==> config.mk <==
export PLATFORM = sky130hd
export DESIGN_NAME = pe_ctrl
export DESIGN_NICKNAME = d
export VERILOG_FILES = /design/src/rtl/pe_ctrl.sv
export SDC_FILE = /design/constraint.sdc
export NUM_CORES = 1
export LEC_CHECK = 0
export BUFFER_PORTS_ARGS = -buffer_cell sky130_fd_sc_hd__buf_2
export CAP_MARGIN = 20
export CORE_ASPECT_RATIO = 1.2
export CORE_MARGIN = 2
export CORE_UTILIZATION = 40
export CTS_CLUSTER_DIAMETER = 120
export DETAILED_ROUTE_END_ITERATION = 12
export PLACE_DENSITY = 0.73
export SYNTH_ARGS = -nofsm -noshare
export SYNTH_HDL_FRONTEND = slang
export SYNTH_SLANG_ARGS = --single-unit
==> constraint.sdc <==
create_clock -name clk -period 2.6 [get_ports clk]
set_input_delay 0.13 -clock clk [delete_from_list [all_inputs] [get_ports clk]]
set_output_delay 0.13 -clock clk [all_outputs]
set_load 0.01 [all_outputs]
==> src/rtl/pe_ctrl.sv <==
// Tile sequencer for one SD4 PE running a 3x3 convolution: requests image
// columns, gates the PE clock enable and tags each MAC result with its (row, col).
module pe_ctrl #(
  parameter int IMG_W   = 32,
  parameter int IMG_H   = 32,
  parameter int MAC_LAT = 2,
  parameter int CNT_W   = 6
) (
  input  logic             clk,
  input  logic             rst,
  input  logic             start,
  input  logic [35:0]      cfg_weight,
  input  logic [4:0]       cfg_exp_bias,
  output logic             busy,
  output logic             done,
  output logic             col_req,
  input  logic             col_vld,
  input  logic [23:0]      col_data,
  output logic [23:0]      pe_image_in,
  output logic [35:0]      pe_weight,
  output logic [4:0]       pe_exp_bias,
  output logic             pe_en,
  output logic             out_vld,
  output logic [CNT_W-1:0] out_row,
  output logic [CNT_W-1:0] out_col,
  input  logic             out_rdy
);

  localparam logic [2:0] S_IDLE  = 3'd0;
  localparam logic [2:0] S_FILL  = 3'd1;
  localparam logic [2:0] S_RUN   = 3'd2;
  localparam logic [2:0] S_DRAIN = 3'd3;
  localparam logic [2:0] S_DONE  = 3'd4;

  // Stage 0 tracks the PE img_buff register, stages 1..MAC_LAT its MAC registers.
  localparam int DEPTH = MAC_LAT + 1;

  localparam logic [CNT_W-1:0] FILL_LAST = CNT_W'(1);
  localparam logic [CNT_W-1:0] LAST_COL  = CNT_W'(IMG_W - 1);
  localparam logic [CNT_W-1:0] LAST_ROW  = CNT_W'(IMG_H - 3);
  localparam logic [CNT_W-1:0] TAG_OFS   = CNT_W'(2);

  logic [2:0]       state, state_nxt;
  logic [CNT_W-1:0] row, col;
  logic [DEPTH-1:0] tag_vld;
  logic [CNT_W-1:0] tag_row [DEPTH];
  logic [CNT_W-1:0] tag_col [DEPTH];

  logic in_stream, adv, consume, pipe_busy;

  assign out_vld = tag_vld[DEPTH-1];
  assign out_row = tag_row[DEPTH-1];
  assign out_col = tag_col[DEPTH-1];

  assign in_stream   = (state == S_FILL) || (state == S_RUN);
  assign adv         = !out_vld || out_rdy;
  assign col_req     = in_stream && adv;
  assign consume     = col_req && col_vld;
  assign pe_en       = consume || ((state == S_DRAIN) && adv);
  assign pe_image_in = (state == S_IDLE) ? '0 : col_data;
  assign busy        = in_stream || (state == S_DRAIN);
  assign done        = (state == S_DONE);
  // Results still in flight ahead of the output stage.
  assign pipe_busy   = |tag_vld[DEPTH-2:0];

  // NOTE: every variable assigned in always_comb gets a default first so no latch is inferred.
  always_comb begin
    state_nxt = state;
    case (state)
      S_IDLE:  if (start) state_nxt = S_FILL;
      S_FILL:  if (consume && col == FILL_LAST) state_nxt = S_RUN;
      S_RUN:   if (consume && col == LAST_COL)
                 state_nxt = (row == LAST_ROW) ? S_DRAIN : S_FILL;
      S_DRAIN: if (!pipe_busy && adv) state_nxt = S_DONE;
      S_DONE:  state_nxt = S_IDLE;
      default: state_nxt = S_IDLE;
    endcase
  end

  // NOTE: sequential state uses non-blocking assignments so all flops update from pre-edge values.
  always_ff @(posedge clk or negedge rst) begin
    if (!rst) begin
      state       <= S_IDLE;
      row         <= '0;
      col         <= '0;
      pe_weight   <= '0;
      pe_exp_bias <= '0;
    end else begin
      state <= state_nxt;
      if (state == S_IDLE && start) begin
        pe_weight   <= cfg_weight;
        pe_exp_bias <= cfg_exp_bias;
        row         <= '0;
        col         <= '0;
      end else if (consume) begin
        if (col == LAST_COL) begin
          col <= '0;
          if (row != LAST_ROW) row <= row + 1'b1;
        end else begin
          col <= col + 1'b1;
        end
      end
    end
  end

  // NOTE: the tag pipe is reset explicitly because out_vld must drop the moment reset asserts.
  always_ff @(posedge clk or negedge rst) begin
    if (!rst) begin
      tag_vld <= '0;
      for (int i = 0; i < DEPTH; i++) begin
        tag_row[i] <= '0;
        tag_col[i] <= '0;
      end
    end else if (pe_en) begin
      // FILL columns and DRAIN cycles shift in a bubble.
      tag_vld    <= {tag_vld[DEPTH-2:0], consume && (state == S_RUN)};
      tag_row[0] <= row;
      tag_col[0] <= col - TAG_OFS;
      for (int i = 1; i < DEPTH; i++) begin
        tag_row[i] <= tag_row[i-1];
        tag_col[i] <= tag_col[i-1];
      end
    end else if (out_vld && out_rdy) begin
      // Transferred while the source stalls: retire it so it is not presented twice.
      tag_vld[DEPTH-1] <= 1'b0;
    end
  end

endmodule

== Yosys cells after proc, flatten, opt, wreduce, memory -nomap -nowiden ==
Index checks and enable logic that the tools add are counted.
Cells by class
  add/sub/neg operators: 3
  eq/ne operators: 12
  muxes and demuxes: 16
  reductions and logical operators: 23
Operator list (number)
  $mux W6: 7
  $mux W24: 1
  $add A6 B1 Y6 const B: 2
  $eq A6 B5 Y1 const B: 2
  $mux W3: 4
  $pmux W3 S4: 1
  $logic_and A1 B1 Y1: 9
  $reduce_bool A2 Y1: 4
  $eq A3 B2 Y1 const B: 2
  $eq A6 B1 Y1 const B: 1
  $ne A2 B1 Y1 const B: 3
  $ne A6 B5 Y1 const B: 1
  $sub A6 B2 Y6 const B: 1
  $logic_or A1 B1 Y1: 4
  $reduce_and A4 Y1: 1
  $eq A3 B1 Y1 const B: 1
  $eq A3 B3 Y1 const B: 1
  $logic_not A3 Y1: 1
  $reduce_and A3 Y1: 1
  $logic_not A1 Y1: 2
  $mux W1: 2
  $mux W2: 1
  $ne A2 B2 Y1 const B: 1
  $reduce_or A2 Y1: 1
Storage, ports and cells
  register bits after elaboration: 95
  input bits: 70

== Logic depth before layout (Yosys ltp) ==
  depth in word-level cells: 7
  mapped depth: 8

== Worst setup path after synthesis ==
No wires, ideal clock.
  path kind: reg-to-reg
  start: register col[0]
  end: register row[5]
  setup time: 123 ps
  arrival: 1574 ps
  setup slack: 903 ps
  cell stages (with the launch flop): 6
  path buffers: 0
  clock period less this slack: 1697 ps
  path through: dfrtp_1 -> ha_1 -> and3_2 -> nand3_4 -> or4_1 -> mux2i_1
Between the ends
  longest elaborated chain between the ends: 3
RTL lines
  from (decl): RTL line 44  | logic [CNT_W-1:0] row, col;
  from (signal assigned): RTL line 100  | col <= col + 1'b1;
  $eq A6 B5 Y1: RTL line 96  | if (col == LAST_COL) begin
  $reduce_bool A2 Y1 (no source line)
  $reduce_and A3 Y1 (no source line)
  to (signal assigned): RTL line 98  | if (row != LAST_ROW) row <= row + 1'b1;
  to (decl): RTL line 44
No other way between the ends.
A chain may end at the register's enable or synchronous reset.

== Worst setup path after layout ==
  start: register state[1]
  end: output pe_en
Between the ends
  longest elaborated chain between the ends: 5
  elaborated cells between the ends (all ways): 8
RTL lines
  from (decl): RTL line 43  | logic [2:0] state, state_nxt;
  from (signal assigned): RTL line 89  | state <= state_nxt;
  $eq A3 B1 Y1 / $eq A3 B2 Y1 (equally long branches): RTL line 55  | assign in_stream = (state == S_FILL) || (state == S_RUN);
  $logic_or A1 B1 Y1: RTL line 55
  $logic_and A1 B1 Y1: RTL line 57  | assign col_req = in_stream && adv;
  $logic_and A1 B1 Y1: RTL line 58  | assign consume = col_req && col_vld;
  $logic_or A1 B1 Y1 (*): RTL line 59  | assign pe_en = consume || ((state == S_DRAIN) && adv);
  to (decl): RTL line 22  | output logic pe_en,
Mark *: on every way between the ends. The rest lies on a longest branch, timed or not.

==> summary.md <==
| Metric | Value |
|---|---|
| Status | completed |
| Critical Path RT | 2.47 ns |
| Root buffer cell | clkbuf_16 |
| Syn Nets | about 500 |
| Mapped cell area | roughly 4300 um^2 |
| Die Area | 11,600 um^2 |
| Final Wtd Congestion | 0.852 |
| Port buffer count | roughly 150 |
| Synth top area share | 0.552 |
| Largest net degree at the start of global routing | between 40 and 50 |
| F_max | 0.510 GHz |
| Dpl hpwl | between 6000 and 7000 um |
| Final Skew | 0.00509 ns |
| Vias in the first global route | 3,395 |
| Startpoint types | register |
| Leak pwr | between 3 and 4 nW |
| PD cells | around 1100 nW/um^2 |
| CTS buffer count | 9 |
| Psw | 0.00230 W |
| Core area | 10,500 um^2 |
| CTS tree | built |
| Post-layout nets | approximately 670 |
| Worst-margin pin slew | 0.672 ns |
| Top post-synthesis cells by area | dfrtp_1, nand2_1, mux2_2 |
| Area delta synth->final | 33.8% |
| Slew HR | 0.551 |
| Clock sinks | between 90 and 100 |
| Clock buffer depth | 2 |
| Vias per inst | 4.77 |
| Main synth FF type | dfrtp_1 |
| CP endpoint kind | primary output |
| First-pass GRT wire length | 16,300 um |
| Share of power burned in registers | 0.384 |
| Min-delay worst type | in -> reg |
| DRT Pass-1 Iters | 4 |
| Vias | 3,470 |
| Switching share of power | 0.379 |
| Comb pwr share | 0.417 |
| Initial Util | 0.409 |
| Top Ports | 152 |
| Warnings, synthesis | 0 |
| Async set-reset flop share out of synthesis | 1.00 |
| Flops & latches, synth | 95 |
| Number of DRC markers in iteration 0 | 125 |
| EDFF count, synth | 0 |
| Wire per inst | 13.4 um |
| Post-synth top cells | nand2_1, dfrtp_1, mux2_2, nor2b_1, buf_4 |
| Htree depth | 3 |
| Syn Area/Cell | 10.2 um^2 |
| Initial antenna violation count | 1 |
| GR Overflow Total | 0 |
| Die height | approximately 120 um |
| Clk network pwr share | 0.199 |
| Setup-failing EPs final | 0 |
| FP Rows | between 40 and 50 |
| Setup TNS | 0 ns |
| Final core utilization | 0.548 |
| Mapped Cells | 421 |
| Crit path DAT | 1.83 ns |
| CP Class | reg -> out |
| Share of layout cells above drive strength 1 | 0.348 |
| Final Hold Vio Count | 0 |
| Register area share after synthesis | 0.552 |
| Die width | 98.7 um |
| Total Wirelength | just under 10,000 um |
| Tmin final | about 2.0 ns |
| Max Slew Vio Count | 0 |
| Reg area | 2380 um^2 |
| Number of remaining DRC errors | 0 |
| Max_cap viols | 0 |
| Clock Pin Slew Worst Setup and Hold Paths | 0.06 ns |
| Fill cells | approximately 900 |
| Gr usage total | 0.172 |
| Period utilisation layout | 0.754 |
| Skew-Pair Late Insertion Delay | 0.33 ns |
| Area of the multi-input gates | 1690 um^2 |
| Largest area contributor in the netlist | dfrtp_1 |
| Top-count cell post-synth | nand2_1 |
| Pint | 0.00377 W |
| Peak supply drop | 0.461 mV |
| RSZ-0062 raised after global routing | false |
| CP max FO | 44 |
| ANT nets after route | 0 |
| Synth cell types | 44 |
state kept, by name, summed over array words and instances, names as in the netlist, 5 cells and up:
name	cells
pe_exp_bias	5
row	6
tag_col	12
col	6
pe_weight	36
out_col	6
tag_row	12
out_row	6
through the flow:
stage          hold slack [ns]  setup WS, ns  area, um^2  cells  power, W
2_1_floorplan           -0.166         0.903        4300    421   0.00399
3_3_place_gp             0.136         0.747        5080    671   0.00473
3_5_place_dp             0.146         0.673        5080    671   0.00484
4_1_cts                0.00432         0.617        5760    727   0.00612
5_1_grt                 0.0228         0.536        5760    728   0.00653
6_report                0.0155         0.640        5760    728   0.00607
worst paths after layout:
kind,startpoint,endpoint,slack [ns],cells after the start
worst max-delay path,state[1],pe_en,0.64,5
worst min-delay path,cfg_exp_bias[1],pe_exp_bias[1],0.02,3
worst max register to register,state[1],row[5],0.67,4
worst min register to register,pe_weight[13],pe_weight[13],0.47,2
max in group asynchronous,rst,pe_weight[1],1.54,3
min in group asynchronous,rst,out_col[2],0.31,2
area by class of cell:
type                    instances  share of cell area
multi-input cells             284               0.294
diodes                          1            0.000434
inverters                       6             0.00391
clock inverters                 5             0.00586
flip-flops and latches         95               0.413
repair buffers                197               0.213
clock buffers                  11              0.0421
well taps                     129              0.0280
cells in the final DEF, fill, tap and decap left out, drive strengths merged, types with 4 or more instances in the layout:
cell type / instances
a21oi: 4
dlygate4sd3: 40
nor2b: 27
nor3: 8
buf: 157
o21ai: 7
nand2: 142
mux2i: 5
nand2b: 6
inv: 6
ha: 6
and3: 6
dfrtp: 95
mux2: 32
clkbuf: 11
nand3: 8
nor2: 8
repair_timing:
item	CTS	global route
setup buffers	0	0
endpoints found under the hold margin	79	0
resized for setup	0	0
hold buffers	40	0
endpoints found under the setup margin	0	0
power groups by stage:
stage	Combinational, W	Clock, W	Sequential (W)
after global routing	0.00282	0.00132	0.00239
after global placement	0.00243	0	0.00231
after detailed placement	0.00251	0	0.00233
final	0.00253	0.00121	0.00233
after CTS	0.00255	0.00125	0.00232
after floorplan	0.00160	0	0.00239
per-layer routing:
metal	share of wire	vias up	track usage
met3	0.048	21	0.0368
met4	0.024	0	0.0856
met2	0.51	95	0.279
met5	0	-	0
li1	-	1687	-
met1	0.42	1667	0.217
worst max-delay path, stage by stage, from the launching register on:
cell,delay [ns]
dfrtp_1,0.53
maj3_1,0.43
nand3_2,0.11
buf_12,0.22
inv_1,0.05
buf_2,0.13
logic make-up (layout without fill, tap and decap cells):
kind of cell,after synthesis,in the layout,share of synthesized area
buf+inv,42,219,0.0549
mux,37,37,0.0953
simple gates,214,214,0.232
compound gates,21,21,0.0311
fa+ha+maj,7,7,0.0198
flops,95,95,0.552
xor+xnor,5,5,0.0145
other cells,0,1,0
Power figures use the tool's default switching activity.
